## config.mk

```make
export PLATFORM = sky130hd
export DESIGN_NAME = motion_frame_accumulator
export DESIGN_NICKNAME = d
export VERILOG_FILES = /design/src/rtl/motion_frame_accumulator.sv
export SDC_FILE = /design/constraint.sdc
export NUM_CORES = 1
export LEC_CHECK = 0
export ABC_AREA = 0
export BUFFER_PORTS_ARGS = -buffer_cell sky130_fd_sc_hd__buf_2
export CAP_MARGIN = 0
export CORE_ASPECT_RATIO = 1.25
export CORE_MARGIN = 2
export CORE_UTILIZATION = 59
export DETAILED_ROUTE_END_ITERATION = 8
export PLACE_DENSITY = 0.79
export SLEW_MARGIN = 40
export SYNTH_ARGS = -nofsm -noshare
export SYNTH_HDL_FRONTEND = slang
export SYNTH_SLANG_ARGS = --single-unit
export TNS_END_PERCENT = 30
```

## constraint.sdc

```tcl
create_clock -name clk -period 3 [get_ports clk]
set_input_delay 0 -clock clk [delete_from_list [all_inputs] [get_ports clk]]
set_output_delay 0 -clock clk [all_outputs]
set_load 0.02 [all_outputs]
```

## src/rtl/motion_frame_accumulator.sv

```systemverilog
// Counts changed pixels over one frame of the subtractor stream and presents a
// per-frame motion verdict on a valid/ready result interface.
module motion_frame_accumulator #(
   parameter int PIXELS_PER_FRAME = 76800,
   parameter int MOTION_THRESHOLD = 1000,
   parameter int CNT_W            = $clog2(PIXELS_PER_FRAME + 1)
) (
   input  logic             clk,
   input  logic             reset_n,
   input  logic             valid_data,
   input  logic             frame_difference,
   input  logic             start_of_frame,
   input  logic             result_ready,
   output logic             result_valid,
   output logic             motion_detected,
   output logic [CNT_W-1:0] diff_count,
   output logic             frame_dropped,
   output logic             sync_error
);

   // state    | meaning
   // WAIT_SOF | idle between frames, ignoring beats until start_of_frame
   // ACCUM    | counting pixels and changed pixels of the current frame
   typedef enum logic {WAIT_SOF, ACCUM} state_t;

   localparam logic [CNT_W-1:0] LAST_PIX = CNT_W'(PIXELS_PER_FRAME - 1);

   state_t           r_state, w_state_nxt;
   logic [CNT_W-1:0] r_pix_cnt, w_pix_cnt_nxt;
   logic [CNT_W-1:0] r_acc, w_acc_nxt;
   logic [CNT_W-1:0] w_fd_ext, w_final;
   logic             w_load, w_sync_err, w_motion;

   logic             r_result_valid, r_motion, r_frame_dropped, r_sync_error;
   logic [CNT_W-1:0] r_diff_count;

   assign w_fd_ext = CNT_W'(frame_difference);
   assign w_final  = r_acc + w_fd_ext;
   assign w_motion = (32'(w_final) >= 32'(MOTION_THRESHOLD));

   always_ff @(posedge clk or negedge reset_n) begin
      if (!reset_n) begin
         r_state   <= WAIT_SOF;
         r_pix_cnt <= '0;
         r_acc     <= '0;
      end else begin
         r_state   <= w_state_nxt;
         r_pix_cnt <= w_pix_cnt_nxt;
         r_acc     <= w_acc_nxt;
      end
   end

   always_comb begin
      w_state_nxt   = r_state;
      w_pix_cnt_nxt = r_pix_cnt;
      w_acc_nxt     = r_acc;
      w_load        = 1'b0;
      w_sync_err    = 1'b0;
      case (r_state)
         WAIT_SOF: begin
            if (valid_data && start_of_frame) begin
               w_pix_cnt_nxt = CNT_W'(1);
               w_acc_nxt     = w_fd_ext;
               w_state_nxt   = ACCUM;
            end
         end
         ACCUM: begin
            if (valid_data) begin
               // An early start_of_frame wins even on the last-pixel slot
               if (start_of_frame) begin
                  w_pix_cnt_nxt = CNT_W'(1);
                  w_acc_nxt     = w_fd_ext;
                  w_sync_err    = 1'b1;
               end else if (r_pix_cnt == LAST_PIX) begin
                  w_load        = 1'b1;
                  w_pix_cnt_nxt = '0;
                  w_acc_nxt     = '0;
                  w_state_nxt   = WAIT_SOF;
               end else begin
                  w_pix_cnt_nxt = r_pix_cnt + CNT_W'(1);
                  w_acc_nxt     = w_final;
               end
            end
         end
         default: w_state_nxt = WAIT_SOF;
      endcase
   end

   always_ff @(posedge clk or negedge reset_n) begin
      if (!reset_n) begin
         r_result_valid  <= 1'b0;
         r_motion        <= 1'b0;
         r_diff_count    <= '0;
         r_frame_dropped <= 1'b0;
         r_sync_error    <= 1'b0;
      end else begin
         r_sync_error    <= w_sync_err;
         r_frame_dropped <= w_load && r_result_valid && !result_ready;
         if (w_load) begin
            r_result_valid <= 1'b1;
            r_motion       <= w_motion;
            r_diff_count   <= w_final;
         end else if (result_ready) begin
            r_result_valid <= 1'b0;
         end
      end
   end

   assign result_valid    = r_result_valid;
   assign motion_detected = r_motion;
   assign diff_count      = r_diff_count;
   assign frame_dropped   = r_frame_dropped;
   assign sync_error      = r_sync_error;

endmodule
```

======== Yosys cells after proc, flatten, opt, wreduce, memory -nomap -nowiden ========
Index checks and enable logic that the tools add are counted.
storage, ports and cells
  register bits after elaboration ......... 56
  latch bits .............................. 0
  memory bits (writable) .................. 0
  bits in read-only memories .............. 0
  bits of input ports ..................... 6
  output and inout bits ................... 21
  word-level logic and storage cells ...... 45
  memories ................................ 0
cells by class
  add/sub/neg operators ................... 2
  multiply operators ...................... 0
  divide/modulo/power cells ............... 0
  $lt $le $gt $ge ......................... 1
  equality and inequality tests ........... 3
  shift operators ......................... 0
  multiplexer cells ....................... 24
  bitwise operators ....................... 1
  reduce and logical (&&, ||, !) cells .... 6
operators by type and width
  operator                 count
  $mux W17                 8
  $pmux W17 S2             2
  $add A17 B1 Y17          1
  $add A17 B1 Y17 const B  1
  $eq A17 B17 Y1 const B   1
  $ge A17 B10 Y1 const B   1
  $mux W1                  13
  $ne A2 B2 Y1 const B     2
  $logic_and A1 B1 Y1      3
  $pmux W1 S2              1
  $reduce_and A2 Y1        1
  $reduce_bool A2 Y1       1
  $logic_not A1 Y1         1
  $not A1 Y1               1

======== Logic depth before layout (Yosys ltp) ========
  depth after elaboration ................. 7
  gate-level depth with buffers ........... 9
  depth with buffers taken out ............ 8

======== Worst setup path after synthesis ========
OpenSTA, ideal clock, no wires.
  path type ............................... reg2reg
  start ................................... register r_acc[0]
  end ..................................... register r_motion (netlist: motion_detected)
  library setup time ...................... 0.121 ns
  arrival ................................. 1.994 ns
  data required time ...................... 2.879 ns
  path slack .............................. 0.885 ns
  stages on the path, launching flop included .. 10
  buffers on the path ..................... 1
  clock period less this slack ............ 2.115 ns
  cells stage by stage .................... dfrtp_1 -> ha_1 -> ha_1 -> buf_2 -> nand3_1 -> or3_1 -> nor3_1 -> xnor2_1 -> nand4_1 -> o22a_1
on the way
  word-level cells in the longest chain between the ends .. 2
RTL lines
  what                    line  text
  from (decl)             30    logic [CNT_W-1:0] r_acc, w_acc_nxt;
  from (signal assigned)  49    r_acc <= w_acc_nxt;
  $add A17 B1 Y17         38    assign w_final = r_acc + w_fd_ext;
  $ge A17 B10 Y1          39    assign w_motion = (32'(w_final) >= 32'(MOTION_THRESHOLD));
  to (signal assigned)    101   r_motion <= w_motion;
  to (decl)               34    logic r_result_valid, r_motion, r_frame_dropped, r_sync_error;
No other way between the ends.
A chain may end at the register's enable or synchronous reset.

======== Worst setup path in the final report ========
Ends and elaborated chain as after synthesis.

==> flow_summary.yaml <==
sta:
  period_minus_slack_ns: 2.39
  tns_ns: 0
  slew_headroom_pct: 47.0
  period_share_pct: 79.7
  hold_viol: 0
  fin_skew_ns: 0.00687
  rsz0062_at_grt: "false"
  drv_slew: 0
  worstMarginPinSlew_ns: 0.789
  fmax_mhz: 418
  setup_viol: 0
pwr:
  irDropWorstVdd_v: 0.000387
  p_leak_uw: 0.00141
  power_density_nw_per_um2: 445
critical_path:
  reg2reg_slack_ns: 0.61
  worstPathCellList: "ha_1, ha_1, nand3_1, or3_1, nor3_1, xnor2_1, nand4_1, o22a_1"
  cp.arrival_ns: 2.60
  cpMostUsedCell: "ha_1"
  rr_endpoint: "motion_detected$_DFFE_PN0P_"
  critPathKind: "reg2reg"
  ff2ff_path_depth: 8
  cp_max_fo: 9
  cp_slowest_cell: "or3_1"
  cp_data_required_time_ns: 3.21
  cpPeakStageDelay_ns: 0.40
  timing.rr.start: "r_acc[0]$_DFFE_PN0P_"
  cp-end-kind: "register"
  start_kind: "register"
finish:
  fin_area_sq_um: 3240
  synthToLayoutAreaGrowth_pct: 9.13
  layout-drive-gt1-share_pct: 17.4
  multi_input_area_sq_um: 1430
  n_antenna_cell: 0
  finalNetCount: 347
  fillers: 410
  regArea_sq_um: 1400
clocking:
  cts_buffers: 5
  clkTransAtPathRegs_ns: 0.10
  tritoncts: "built"
  cts_root_buffer: "clkbuf_8"
  insertion_delay_ns: 0.31
  cts_resized: 0
  cts.htree.levels: 2
  cts.sinks: 56
  cts_buffer_depth: 2
  post-cts-setup-buffers: 0
placement:
  dpl_cell_area_sq_um: 3080
  gp_congestion: 0.887
  hpwl_um: 4180
  port_buffers: 26
floorplanning:
  fp.dieArea_sq_um: 5630
  start_util_pct: 61.9
  ioPinCount: 27
  die_x_um: 67.5
  fp-row-count: 28
  die_h_um: 83.4
  core_sq_um: 4800
drt:
  drt_iter0_drc: 155
  wl_met3_um: 210
  wire_per_inst_um: 15.2
  drcViolationCount: 0
  top_layer: "met4"
  totalWireLength_um: 6060
  wl_met1_um: 2600
  vias: 2330
  final_antenna_net_count: 0
  dr_wl_met2_um: 3160
  vias_per_cell: 5.84
  firstDrtPassIters: 4
synthesis:
  synth_edf_count: 0
  synth_area_sq_um: 2970
  synth_ff_type: "dfrtp_1"
  syn_avg_cell_area_sq_um: 9.32
  syn_nets: 328
  synth_cells: 319
  yosysSeqAreaShare_pct: 47.1
  synth.distinct_cells: 47
  ys_warn_count: 0
  ys_ff_latch: 56
  async_flop_share_pct: 100
grt:
  grt_pass1_wl_um: 10400
  grt_max_degree: 35
  grt_overflow: 0
  grtUsageTotal_pct: 23.9
  antenna_found_initial: 0
  grt_pass1_vias: 2260
status:
  status: "completed"
job:
  maxCapViolCount: 0
hold_path:
  min_to: "r_acc[3]$_DFFE_PN0P_"
  hold_depth: 2
  min_from: "start_of_frame"
  hp-class: "in2reg"
==> synth_stat cells (all sizes together), types with 3 or more instances <==
cell type | count | area (sq um)
and3 | 8 | 50.1
nor2b | 3 | 26.3
buf | 17 | 111
nor4 | 6 | 52.6
xnor2 | 19 | 166
clkbuf | 4 | 15.0
dfrtp | 56 | 1400
nand2b | 3 | 18.8
nor2 | 40 | 175
ha | 3 | 37.5
nor3 | 10 | 66.3
a21oi | 25 | 136
nand2 | 39 | 146
o22ai | 3 | 18.8
nand4 | 9 | 56.3
inv | 5 | 18.8
nand3 | 13 | 77.6
o21ai | 23 | 115
xor2 | 9 | 78.8
o31ai | 5 | 37.5
or3 | 3 | 18.8
==> what timing repair did <==
| action | in CTS | in global routing |
|---|---|---|
| hold buffers | 3 | 0 |
| hold endpoints to repair | 36 | 0 |
| endpoints found under the setup margin | 0 | 0 |
==> sequential cells by signal (all words and copies together), names as in the netlist <==
signal,flops
motion_detected,1
result_valid,1
frame_dropped,1
r_state,1
r_acc,17
r_pix_cnt,17
sync_error,1
diff_count,17
==> cell type report <==
class | instances | share of cell area [%]
well taps | 60 | 2.31
clock inverters | 1 | 0.926
multi-input cells | 237 | 44.1
repair buffers | 33 | 5.94
flip-flops and latches | 56 | 43.2
clock buffers | 7 | 2.97
inverters | 5 | 0.578
==> logic make-up after synthesis <==
group                      count (synthesis)  synth area share, %
AOI/OAI and AO/OA                         66                 13.4
xor gates and xnor gates                  28                 8.25
adders and majority gates                  3                 1.26
buffers and inverters                     26                 4.88
DFF                                       56                 47.1
muxes                                      2                0.715
and+or+nand+nor                          138                 24.4
==> metal layers <==
layer | track usage [%] | vias up
met3 | 4.20 | 9
li1 | - | 1136
met1 | 31.6 | 1131
met4 | 7.79 | 0
met5 | 0 | -
met2 | 39.0 | 54
==> worst max-delay path: cells and delay by family (launching register included) <==
| family | cells | cell delay [ns] |
|---|---|---|
| AND/OR/NAND/NOR | 4 | 0.95 |
| flip-flops | 1 | 0.36 |
| adder cells (fa/ha/maj) | 2 | 0.59 |
| XOR/XNOR | 1 | 0.19 |
| AO/OA/AOI/OAI | 1 | 0.18 |
==> through the flow <==
step           std cells  hold WS [ns]  power (uW)  setup WS [ns]  utilization [%]
6_report             399        0.0444        1440          0.610             67.6
5_1_grt              399        0.0558        1500          0.399             67.6
4_1_cts              399        0.0278        1450          0.628             67.5
3_5_place_dp         388         0.106         915          0.642             64.2
3_3_place_gp         388         0.101         910          0.731             64.2
2_1_floorplan        319        -0.296         880          0.885                -
==> how the worst max path moves through the flow <==
stage | slack, ns | start | cells past startpoint | end
after floorplan | 0.88 | r_acc[0]$_DFFE_PN0P_ | 9 | motion_detected$_DFFE_PN0P_
after global placement | 0.73 | r_acc[0]$_DFFE_PN0P_ | 8 | motion_detected$_DFFE_PN0P_
after detailed placement | 0.64 | r_acc[0]$_DFFE_PN0P_ | 8 | motion_detected$_DFFE_PN0P_
after CTS | 0.63 | r_acc[0]$_DFFE_PN0P_ | 8 | motion_detected$_DFFE_PN0P_
after global routing | 0.40 | r_acc[0]$_DFFE_PN0P_ | 8 | motion_detected$_DFFE_PN0P_
final | 0.61 | r_acc[0]$_DFFE_PN0P_ | 8 | motion_detected$_DFFE_PN0P_
==> layout by cell type (no fill, tap or decap), types with 2 or more instances in the layout <==
master,count
dfrtp_1,56
nand2_1,39
nor2_1,30
buf_2,25
a21oi_1,24
o21ai_0,21
xnor2_1,19
nand3_1,12
nor2_2,10
nand4_1,9
xor2_1,9
nor3_1,8
and3_1,8
clkbuf_8,7
inv_1,5
o31ai_1,5
nor4_1,5
buf_4,5
or3_1,3
nand2b_1,3
o22ai_1,3
ha_1,3
dlygate4sd3_1,3
a22o_1,2
nor2b_1,2
==> power breakdown <==
| part | leakage, uW | total, uW | internal [uW] | switching (uW) |
|---|---|---|---|---|
| Clock | 0.0000645 | 540 | 295 | 245 |
| Combinational | 0.000571 | 106 | 39.4 | 67.1 |
| Sequential | 0.000769 | 797 | 772 | 25.7 |
Power figures use the tool's default switching activity.
